$ cat src/rtl/muldiv_issue_ctrl_pkg.sv
// muldiv_issue_ctrl_pkg: shared funct codes, bus widths and issue FSM states
package muldiv_issue_ctrl_pkg;
    localparam int DATA_BUS = 32;
    localparam logic [5:0] FUNCT_MULT   = 6'h18;
    localparam logic [5:0] FUNCT_MULTU  = 6'h19;
    localparam logic [5:0] FUNCT_DIV    = 6'h1A;
    localparam logic [5:0] FUNCT_DIVU   = 6'h1B;
    // SPECIAL2 ops live at 0x20-0x25 so none of them aliases the NOP value 0
    localparam logic [5:0] FUNCT2_MADD  = 6'h20;
    localparam logic [5:0] FUNCT2_MADDU = 6'h21;
    localparam logic [5:0] FUNCT2_MUL   = 6'h22;
    localparam logic [5:0] FUNCT2_MSUB  = 6'h24;
    localparam logic [5:0] FUNCT2_MSUBU = 6'h25;
    typedef enum logic [1:0] {ST_IDLE, ST_BUSY, ST_DONE_WAIT, ST_DRAIN} md_state_e;
    function automatic logic writes_hilo(input logic [5:0] f);
        return f inside {FUNCT_MULT, FUNCT_MULTU, FUNCT_DIV, FUNCT_DIVU,
                         FUNCT2_MADD, FUNCT2_MADDU, FUNCT2_MSUB, FUNCT2_MSUBU};
    endfunction
endpackage

$ cat src/rtl/muldiv_issue_ctrl_hilo_regs.sv
// muldiv_issue_ctrl_hilo_regs: architectural HI/LO storage with WB forwarding
module muldiv_issue_ctrl_hilo_regs
    import muldiv_issue_ctrl_pkg::*;
#(
    parameter int DATA_W = DATA_BUS
) (
    input  logic                clk,
    input  logic                rst,
    input  logic                wb_hi_we,
    input  logic                wb_lo_we,
    input  logic [DATA_W-1:0]   wb_data,
    input  logic                commit_we,
    input  logic [2*DATA_W-1:0] commit_data,
    output logic [DATA_W-1:0]   hi,
    output logic [DATA_W-1:0]   lo,
    output logic [DATA_W-1:0]   md_hi,
    output logic [DATA_W-1:0]   md_lo
);
    // A commit beats a same-cycle MTHI/MTLO because the MT instruction is older
    always_ff @(posedge clk or posedge rst) begin
        if (rst) begin
            hi <= '0;
            lo <= '0;
        end else begin
            hi <= commit_we ? commit_data[2*DATA_W-1:DATA_W] : wb_hi_we ? wb_data : hi;
            lo <= commit_we ? commit_data[DATA_W-1:0] : wb_lo_we ? wb_data : lo;
        end
    end
    // Forward an in-flight MTHI/MTLO so madd/msub see the newest HI/LO
    always_comb begin
        md_hi = wb_hi_we ? wb_data : hi;
        md_lo = wb_lo_we ? wb_data : lo;
    end
endmodule

$ cat src/rtl/muldiv_issue_ctrl.sv
// muldiv_issue_ctrl: EX-stage issue/hold/commit control for the mult/div unit
module muldiv_issue_ctrl
    import muldiv_issue_ctrl_pkg::*;
#(
    parameter int DATA_W         = DATA_BUS,
    parameter int TIMEOUT_CYCLES = 64
) (
    input  logic                clk,
    input  logic                rst,
    input  logic                flush,
    input  logic                stall_in,
    input  logic                md_en,
    input  logic [5:0]          funct,
    input  logic [DATA_W-1:0]   operand_1,
    input  logic [DATA_W-1:0]   operand_2,
    input  logic                wb_hi_we,
    input  logic                wb_lo_we,
    input  logic [DATA_W-1:0]   wb_data,
    input  logic                md_done,
    input  logic [2*DATA_W-1:0] md_result,
    output logic [5:0]          md_funct,
    output logic [DATA_W-1:0]   md_op1,
    output logic [DATA_W-1:0]   md_op2,
    output logic [DATA_W-1:0]   md_hi,
    output logic [DATA_W-1:0]   md_lo,
    output logic                md_flush,
    output logic                stall_req,
    output logic                mul_valid,
    output logic [DATA_W-1:0]   mul_result,
    output logic [DATA_W-1:0]   hi,
    output logic [DATA_W-1:0]   lo,
    output logic                err_timeout
);
    localparam int CNT_W = $clog2(TIMEOUT_CYCLES + 1);
    md_state_e           state;
    logic [CNT_W-1:0]    wait_cnt;
    logic [2*DATA_W-1:0] result_buf;
    logic [2*DATA_W-1:0] commit_data;
    logic                issue;
    logic                busy_done;
    logic                commit;
    logic                timeout;
    logic                abort;
    logic                hilo_we;
    // Per-cycle issue/commit/abort decisions; a done in the first BUSY cycle is stale
    always_comb begin
        issue       = (state == ST_IDLE || state == ST_DRAIN) && md_en && !flush;
        busy_done   = state == ST_BUSY && md_done && wait_cnt != '0 && !flush;
        commit      = !stall_in && (busy_done || (state == ST_DONE_WAIT && !flush));
        timeout     = state == ST_BUSY && !flush && !busy_done && wait_cnt == CNT_W'(TIMEOUT_CYCLES - 1);
        abort       = timeout || (flush && (state == ST_BUSY || state == ST_DONE_WAIT));
        commit_data = state == ST_DONE_WAIT ? result_buf : md_result;
        stall_req   = state == ST_IDLE ? md_en && !flush : state == ST_DRAIN ? md_en : !commit;
        mul_valid   = commit && md_funct == FUNCT2_MUL;
        mul_result  = commit_data[DATA_W-1:0];
        hilo_we     = commit && writes_hilo(md_funct);
    end
    // Issue FSM: latch the op at issue, hold it until DRAIN, park results stalled downstream
    always_ff @(posedge clk or posedge rst) begin
        if (rst) begin
            state       <= ST_IDLE;
            md_funct    <= '0;
            md_op1      <= '0;
            md_op2      <= '0;
            md_flush    <= 1'b0;
            err_timeout <= 1'b0;
            wait_cnt    <= '0;
            result_buf  <= '0;
        end else begin
            md_flush <= abort;
            if (timeout)
                err_timeout <= 1'b1;
            if (issue) begin
                state    <= ST_BUSY;
                md_funct <= funct;
                md_op1   <= operand_1;
                md_op2   <= operand_2;
                wait_cnt <= '0;
            end else if (busy_done && stall_in) begin
                state      <= ST_DONE_WAIT;
                result_buf <= md_result;
            end else if (commit || abort) begin
                state    <= ST_DRAIN;
                md_funct <= '0;
            end else if (state == ST_DRAIN) begin
                state <= ST_IDLE;
            end else if (state == ST_BUSY) begin
                wait_cnt <= wait_cnt + CNT_W'(1);
            end
        end
    end
    muldiv_issue_ctrl_hilo_regs #(.DATA_W(DATA_W)) u_hilo (
        .clk         (clk),
        .rst         (rst),
        .wb_hi_we    (wb_hi_we),
        .wb_lo_we    (wb_lo_we),
        .wb_data     (wb_data),
        .commit_we   (hilo_we),
        .commit_data (commit_data),
        .hi          (hi),
        .lo          (lo),
        .md_hi       (md_hi),
        .md_lo       (md_lo)
    );
endmodule

$ cat config.mk
export PLATFORM = sky130hd
export DESIGN_NAME = muldiv_issue_ctrl
export DESIGN_NICKNAME = d
export VERILOG_FILES = /design/src/rtl/muldiv_issue_ctrl_pkg.sv /design/src/rtl/muldiv_issue_ctrl_hilo_regs.sv /design/src/rtl/muldiv_issue_ctrl.sv
export SDC_FILE = /design/constraint.sdc
export NUM_CORES = 1
export LEC_CHECK = 0
export BUFFER_PORTS_ARGS = -buffer_cell sky130_fd_sc_hd__buf_2
export CAP_MARGIN = 20
export CORE_AREA = 2 2 159 161
export DETAILED_ROUTE_END_ITERATION = 10
export DIE_AREA = 0 0 161 163
export GPL_ROUTABILITY_DRIVEN = 0
export PLACE_DENSITY = 0.66
export SYNTH_ARGS = -nofsm -noshare
export SYNTH_HDL_FRONTEND = slang
export SYNTH_SLANG_ARGS = --single-unit
$ cat constraint.sdc
create_clock -name clk -period 14.15 [get_ports clk]
set_clock_uncertainty 0.15 [all_clocks]
set_input_delay 0.7075 -clock clk [delete_from_list [all_inputs] [get_ports clk]]
set_output_delay 0.7075 -clock clk [all_outputs]
set_load 0.005 [all_outputs]
# ---- Word level (Yosys, flattened, before mapping)
# Index checks and enable logic that the tools add are counted.
dict set report op_classes {
  addsub 1
  n_eq_ne 16
  n_mux 19
  bitwise_logic 1
  n_reduce_logical 33
}
# op count
set op_table {}
lappend op_table {{$mux W32} 4}
lappend op_table {{$mux W64} 1}
lappend op_table {{$mux W7} 5}
lappend op_table {{$eq A6 B6 Y1 const B} 5}
lappend op_table {{$eq A6 B5 Y1 const B} 4}
lappend op_table {{$mux W6} 3}
lappend op_table {{$logic_and A1 B1 Y1} 15}
lappend op_table {{$mux W2} 4}
lappend op_table {{$reduce_bool A8 Y1} 1}
lappend op_table {{$add A7 B1 Y7 const B} 1}
lappend op_table {{$eq A7 B6 Y1 const B} 1}
lappend op_table {{$reduce_bool A7 Y1} 1}
lappend op_table {{$ne A2 B2 Y1 const B} 3}
lappend op_table {{$logic_or A1 B1 Y1} 5}
lappend op_table {{$eq A2 B2 Y1 const B} 2}
lappend op_table {{$logic_not A1 Y1} 4}
lappend op_table {{$reduce_and A2 Y1} 2}
lappend op_table {{$reduce_and A4 Y1} 1}
lappend op_table {{$reduce_bool A2 Y1} 2}
lappend op_table {{$reduce_bool A4 Y1} 1}
lappend op_table {{$eq A2 B1 Y1 const B} 1}
lappend op_table {{$logic_not A2 Y1} 1}
lappend op_table {{$mux W1} 2}
lappend op_table {{$not A1 Y1} 1}
dict set report word_totals {
  regBits 209
  output_inout_bits 234
}

# ---- Depth between registers and ports, before layout
dict set report depth {
  word_depth 12
  depth_mapped 9
  depth_no_buf 7
}

# ---- Modules after synthesis
# A second synthesis with hierarchy kept.
dict set report hier_totals {
  cells_unflattened 835
  hier_area_um2 10257.3
}
# module instances cells_per_inst area_per_inst_um2 seq_area_each_um2
set by_module_without_submodules {}
lappend by_module_without_submodules {muldiv_issue_ctrl 1 627 6807.8 3628.5}
lappend by_module_without_submodules {muldiv_issue_ctrl_hilo_regs 1 208 3449.6 1601.5}

# ---- Worst setup path after synthesis
# Ideal clock, no wire load.
dict set report synth_path {
  kind {register -> output}
  from {register wait_cnt[0]}
  to {output stall_req}
  arrival_ns 1.702
  required_ns 13.292
  path_slack_ns 11.590
  path_stages_with_launch 9
  n_path_buf 2
  path_cell_list {dfrtp_1 -> inv_1 -> ha_1 -> nor2b_1 -> a21oi_1 -> o21a_1 -> buf_2 -> buf_2 -> o31ai_1}
}
dict set report synth_via {
  elab_chain_cells 8
}
# element line_no
set synth_lines {}
lappend synth_lines {{from (decl)} muldiv_issue_ctrl.sv:36} ;# logic [CNT_W-1:0] wait_cnt;
lappend synth_lines {{from (signal assigned)} muldiv_issue_ctrl.sv:88} ;# wait_cnt <= wait_cnt + CNT_W'(1);
lappend synth_lines {{$reduce_bool A7 Y1} muldiv_issue_ctrl.sv:48} ;# busy_done = state == ST_BUSY && md_done && wait_cnt != '0 && !flush;
lappend synth_lines {{$logic_and A1 B1 Y1 (2 in a row)} muldiv_issue_ctrl.sv:48}
lappend synth_lines {{$logic_or A1 B1 Y1} muldiv_issue_ctrl.sv:49} ;# commit = !stall_in && (busy_done || (state == ST_DONE_WAIT && !flush));
lappend synth_lines {{$logic_and A1 B1 Y1} muldiv_issue_ctrl.sv:49}
lappend synth_lines {{$logic_not A1 Y1} muldiv_issue_ctrl.sv:53} ;# stall_req = state == ST_IDLE ? md_en && !flush : state == ST_DRAIN ? md_en : !commit;
lappend synth_lines {{$mux W1 (2 in a row)} muldiv_issue_ctrl.sv:53}
lappend synth_lines {{to (decl)} muldiv_issue_ctrl.sv:27} ;# output logic stall_req,
# No other way between the ends.

# ---- Final worst setup path
dict set report layout_path {
  from {register state[0]}
  to {output stall_req}
}
dict set report layout_via {
  elab_chain_cells 9
  word_cells_on_any_way 13
  cone_classes {eq/ne: 3; mux: 2; reduce/logical: 8}
}
# element line_no
set layout_lines {}
lappend layout_lines {{from (decl)} muldiv_issue_ctrl.sv:35} ;# md_state_e state;
lappend layout_lines {{from (signal assigned)} muldiv_issue_ctrl.sv:61} ;# state <= ST_IDLE;
lappend layout_lines {{from (signal assigned)} muldiv_issue_ctrl.sv:74} ;# state <= ST_BUSY;
lappend layout_lines {{from (signal assigned)} muldiv_issue_ctrl.sv:80} ;# state <= ST_DONE_WAIT;
lappend layout_lines {{$eq A2 B1 Y1} muldiv_issue_ctrl.sv:48}
lappend layout_lines {{$logic_and A1 B1 Y1 (3 in a row)} muldiv_issue_ctrl.sv:48}
lappend layout_lines {{$logic_or A1 B1 Y1} muldiv_issue_ctrl.sv:49}
lappend layout_lines {{$logic_and A1 B1 Y1} muldiv_issue_ctrl.sv:49}
lappend layout_lines {{$logic_not A1 Y1} muldiv_issue_ctrl.sv:53}
lappend layout_lines {{$mux W1} muldiv_issue_ctrl.sv:53}
lappend layout_lines {{$mux W1 *} muldiv_issue_ctrl.sv:53}
# Every way passes the cells marked *; elsewhere a longest branch is shown, timed or not.

==> impl_metrics.yaml <==
run_status:
  run_status: "finished, final reports clean"
route:
  ant_nets: 0
  num_vias: 7780
  routed_wl_um: 28600
  drt_iter0_drc: 401
  viasPerCell: 4.96
  dr.pass1.iters: 4
  drc: 0
  wl_per_cell_um: 18.2
setup_path:
  crit_fanout: 54
  arrival_ns: 2.97
  cp-end-kind: "output pin"
  path_buf_inv: 3
  cp_cell_sequence: "inv_1 -> ha_4 -> o21a_2 -> buf_4 -> o31ai_1 -> buf_2"
  start_kind: "register"
  critical_path_required_ns: 13.29
  max_stage_delay_ns: 0.56
  cp_top_family: "buffers and inverters"
  slowest_stage: "o21a_2"
  crit_type: "reg -> out"
cells_and_area:
  fillers: 2253
  num_antenna_cells: 0
  regArea_sq_mm: 0.00523
  drive_above_1_share_pct: 52.8
  fin_nets: 1403
  multi_input_area_sq_mm: 0.00422
  synthToLayoutAreaGrowth_pct: 32.1
  post-route-util_pct: 51.8
  final_cells: 1569
  finalInstanceArea_sq_mm: 0.0128
synthesis:
  seq_area_frac_synth_pct: 54.1
  syn_avg_cell_area_sq_um: 11.6
  synth-edff-count: 0
  synthTopCellsByArea: "dfrtp_1 (54%), mux2_2 (22%), nand2_1 (8.1%)"
  yosysWarnings: 0
  yosysTopAreaCell: "dfrtp_1"
  async_flop_share_pct: 100
  netlist_area_sq_mm: 0.00967
  ys.flop_type: "dfrtp_1"
  synth.distinct_cells: 39
  synth.top_cell.area_share_pct: 54.1
  ys_ff_latch: 209
  syn-instance-count: 837
  synth_nets: 1017
run:
  cap_violations: 0
clocking:
  htreeDepth: 1
  cts_resized: 0
  clkTransAtPathRegs_ns: 0.06
  cts.path.max_buffers: 3
  cts_buffers: 24
  cts_setup_buffers: 0
  clk_latency_ns: 0.51
  cts-root-buf: "clkbuf_16"
  cts.sinks: 209
  cts_tree: "done"
  ctsHoldBuffers: 0
timing:
  setup_tns_ns: 0
  fmax_mhz: 261
  tightest_slew_ns: 0.986
  period_minus_slack_ns: 3.83
  timing.hold.ws_ns: 0.186
  finalCritPeriodShare_pct: 27.0
  rsz0062_at_grt: "false"
  hold_violations: 0
  setup_viol: 0
  slew_viol_final: 0
  max_slew_margin_pct: 34.0
power:
  p_sw_w: 0.000791
  p_clk_share_pct: 25.9
  seq_power_share_pct: 39.5
  ir_drop_mv: 0.120
  power_leakage_nw: 6.48
  swShare_pct: 33.5
  pwr-share-comb_pct: 34.6
  internal_power_w: 0.00157
  power_density_mw_per_mm2: 185
placement:
  port_buffers: 407
  dpl-instance-area_sq_mm: 0.0120
  dp.cells: 1527
  post-dp-hpwl_um: 20400
grt:
  grt_start_max_net_pins: 101
  grt_overflow_total: 0
  antenna_found_initial: 2
  track_usage_pct: 21.1
  grt_pass1_vias: 7921
  grt_pass1_wl_um: 43600
floorplan:
  die_area_sq_mm: 0.0262
  die_w_um: 161
  start_util_pct: 39.2
  rows: 58
  ios: 408
  die_h_um: 163
  core_sq_mm: 0.0247
worst_hold_path:
  worstHoldPathType: "in -> async"
[path summary, 6_finish.rpt]
kind | from | to | slack [ns] | depth (start not counted)
max in group asynchronous | rst | result_buf[63] | 12.42 | 3
hold reg to reg | md_op1[0] | md_op1[0] | 0.32 | 2
min in group clk | operand_1[25] | md_op1[25] | 0.23 | 3
hold / removal | rst | u_hilo.lo[27] | 0.19 | 2
setup / recovery | state[0] | stall_req | 10.32 | 6
setup reg to reg | state[0] | u_hilo.lo[31] | 11.05 | 5
[cells in the final DEF (no fill, tap or decap), drive strengths merged, types with 3 or more instances in the layout]
cell and instances:
buf 415, dfrtp 209, nand2 208, mux2 192, mux2i 38, a21oi 36
clkbuf 35, a31oi 33, inv 7, nor2 6, a22o 6, ha 6
nand2b 5, clkinv 5, nand3 4, or3 4, nor3 4, nor2b 3
nand4 3
[layer usage]
metal / up-vias / wire length, um / global-route usage, %
met1: 3752 / 11400 / 25.4
met5: - / 23 / 0
li1: 3674 / - / -
met3: 42 / 2510 / 6.42
met2: 308 / 14200 / 37.4
met4: 4 / 450 / 4.75
[cell usage after synthesis, types with 2 or more instances]
master / number
dfrtp_1: 209
nand2_1: 208
mux2_2: 188
mux2i_1: 38
a21oi_1: 36
a31oi_1: 33
clkbuf_1: 29
buf_2: 12
buf_1: 11
inv_1: 7
a22o_1: 6
ha_1: 6
nor2_1: 6
nand2b_1: 5
mux2_1: 4
nand3_1: 4
or3_1: 4
buf_4: 3
nor2b_1: 3
nor3_1: 3
and2_1: 2
nand4_1: 2
o31ai_1: 2
[sequential cells by signal, summed over array words and instances (netlist names)]
| name | cells |
|---|---|
| wait_cnt | 7 |
| err_timeout | 1 |
| u_hilo.lo | 32 |
| md_op2 | 32 |
| md_funct | 6 |
| md_flush | 1 |
| result_buf | 64 |
| u_hilo.hi | 32 |
| md_op1 | 32 |
| state | 2 |
[through the flow]
| stage | setup slack [ns] | power (W) |
|---|---|---|
| floorplan | 7.58 | 0.00141 |
| global placement | 10.90 | 0.00174 |
| detailed placement | 10.85 | 0.00176 |
| CTS | 10.28 | 0.00238 |
| global route | 10.15 | 0.00252 |
| finish | 10.32 | 0.00236 |
[kinds of logic after synthesis]
family,Yosys count,synth area share [%]
buf+inv,62,2.68
compound gates,85,5.51
mux,230,26.3
fa+ha+maj,6,0.776
flops,209,54.1
simple gates,245,10.7
[power by group through the flow]
stage	Combinational, W	Clock (W)	Sequential (W)
floorplan	0.000484	0	0.000930
global placement	0.000811	0	0.000930
detailed placement	0.000827	0	0.000935
CTS	0.000827	0.000626	0.000932
global route	0.000906	0.000657	0.000961
finish	0.000816	0.000611	0.000932
[layout make-up]
class,count,share of cell area [%]
flip-flops and latches,209,40.9
multi-input cells,566,33.1
repair buffers,415,16.4
clock buffers,35,5.58
well taps,330,3.23
clock inverters,7,0.519
inverters,7,0.264
Note: power is estimated with default switching activity, not from simulation.
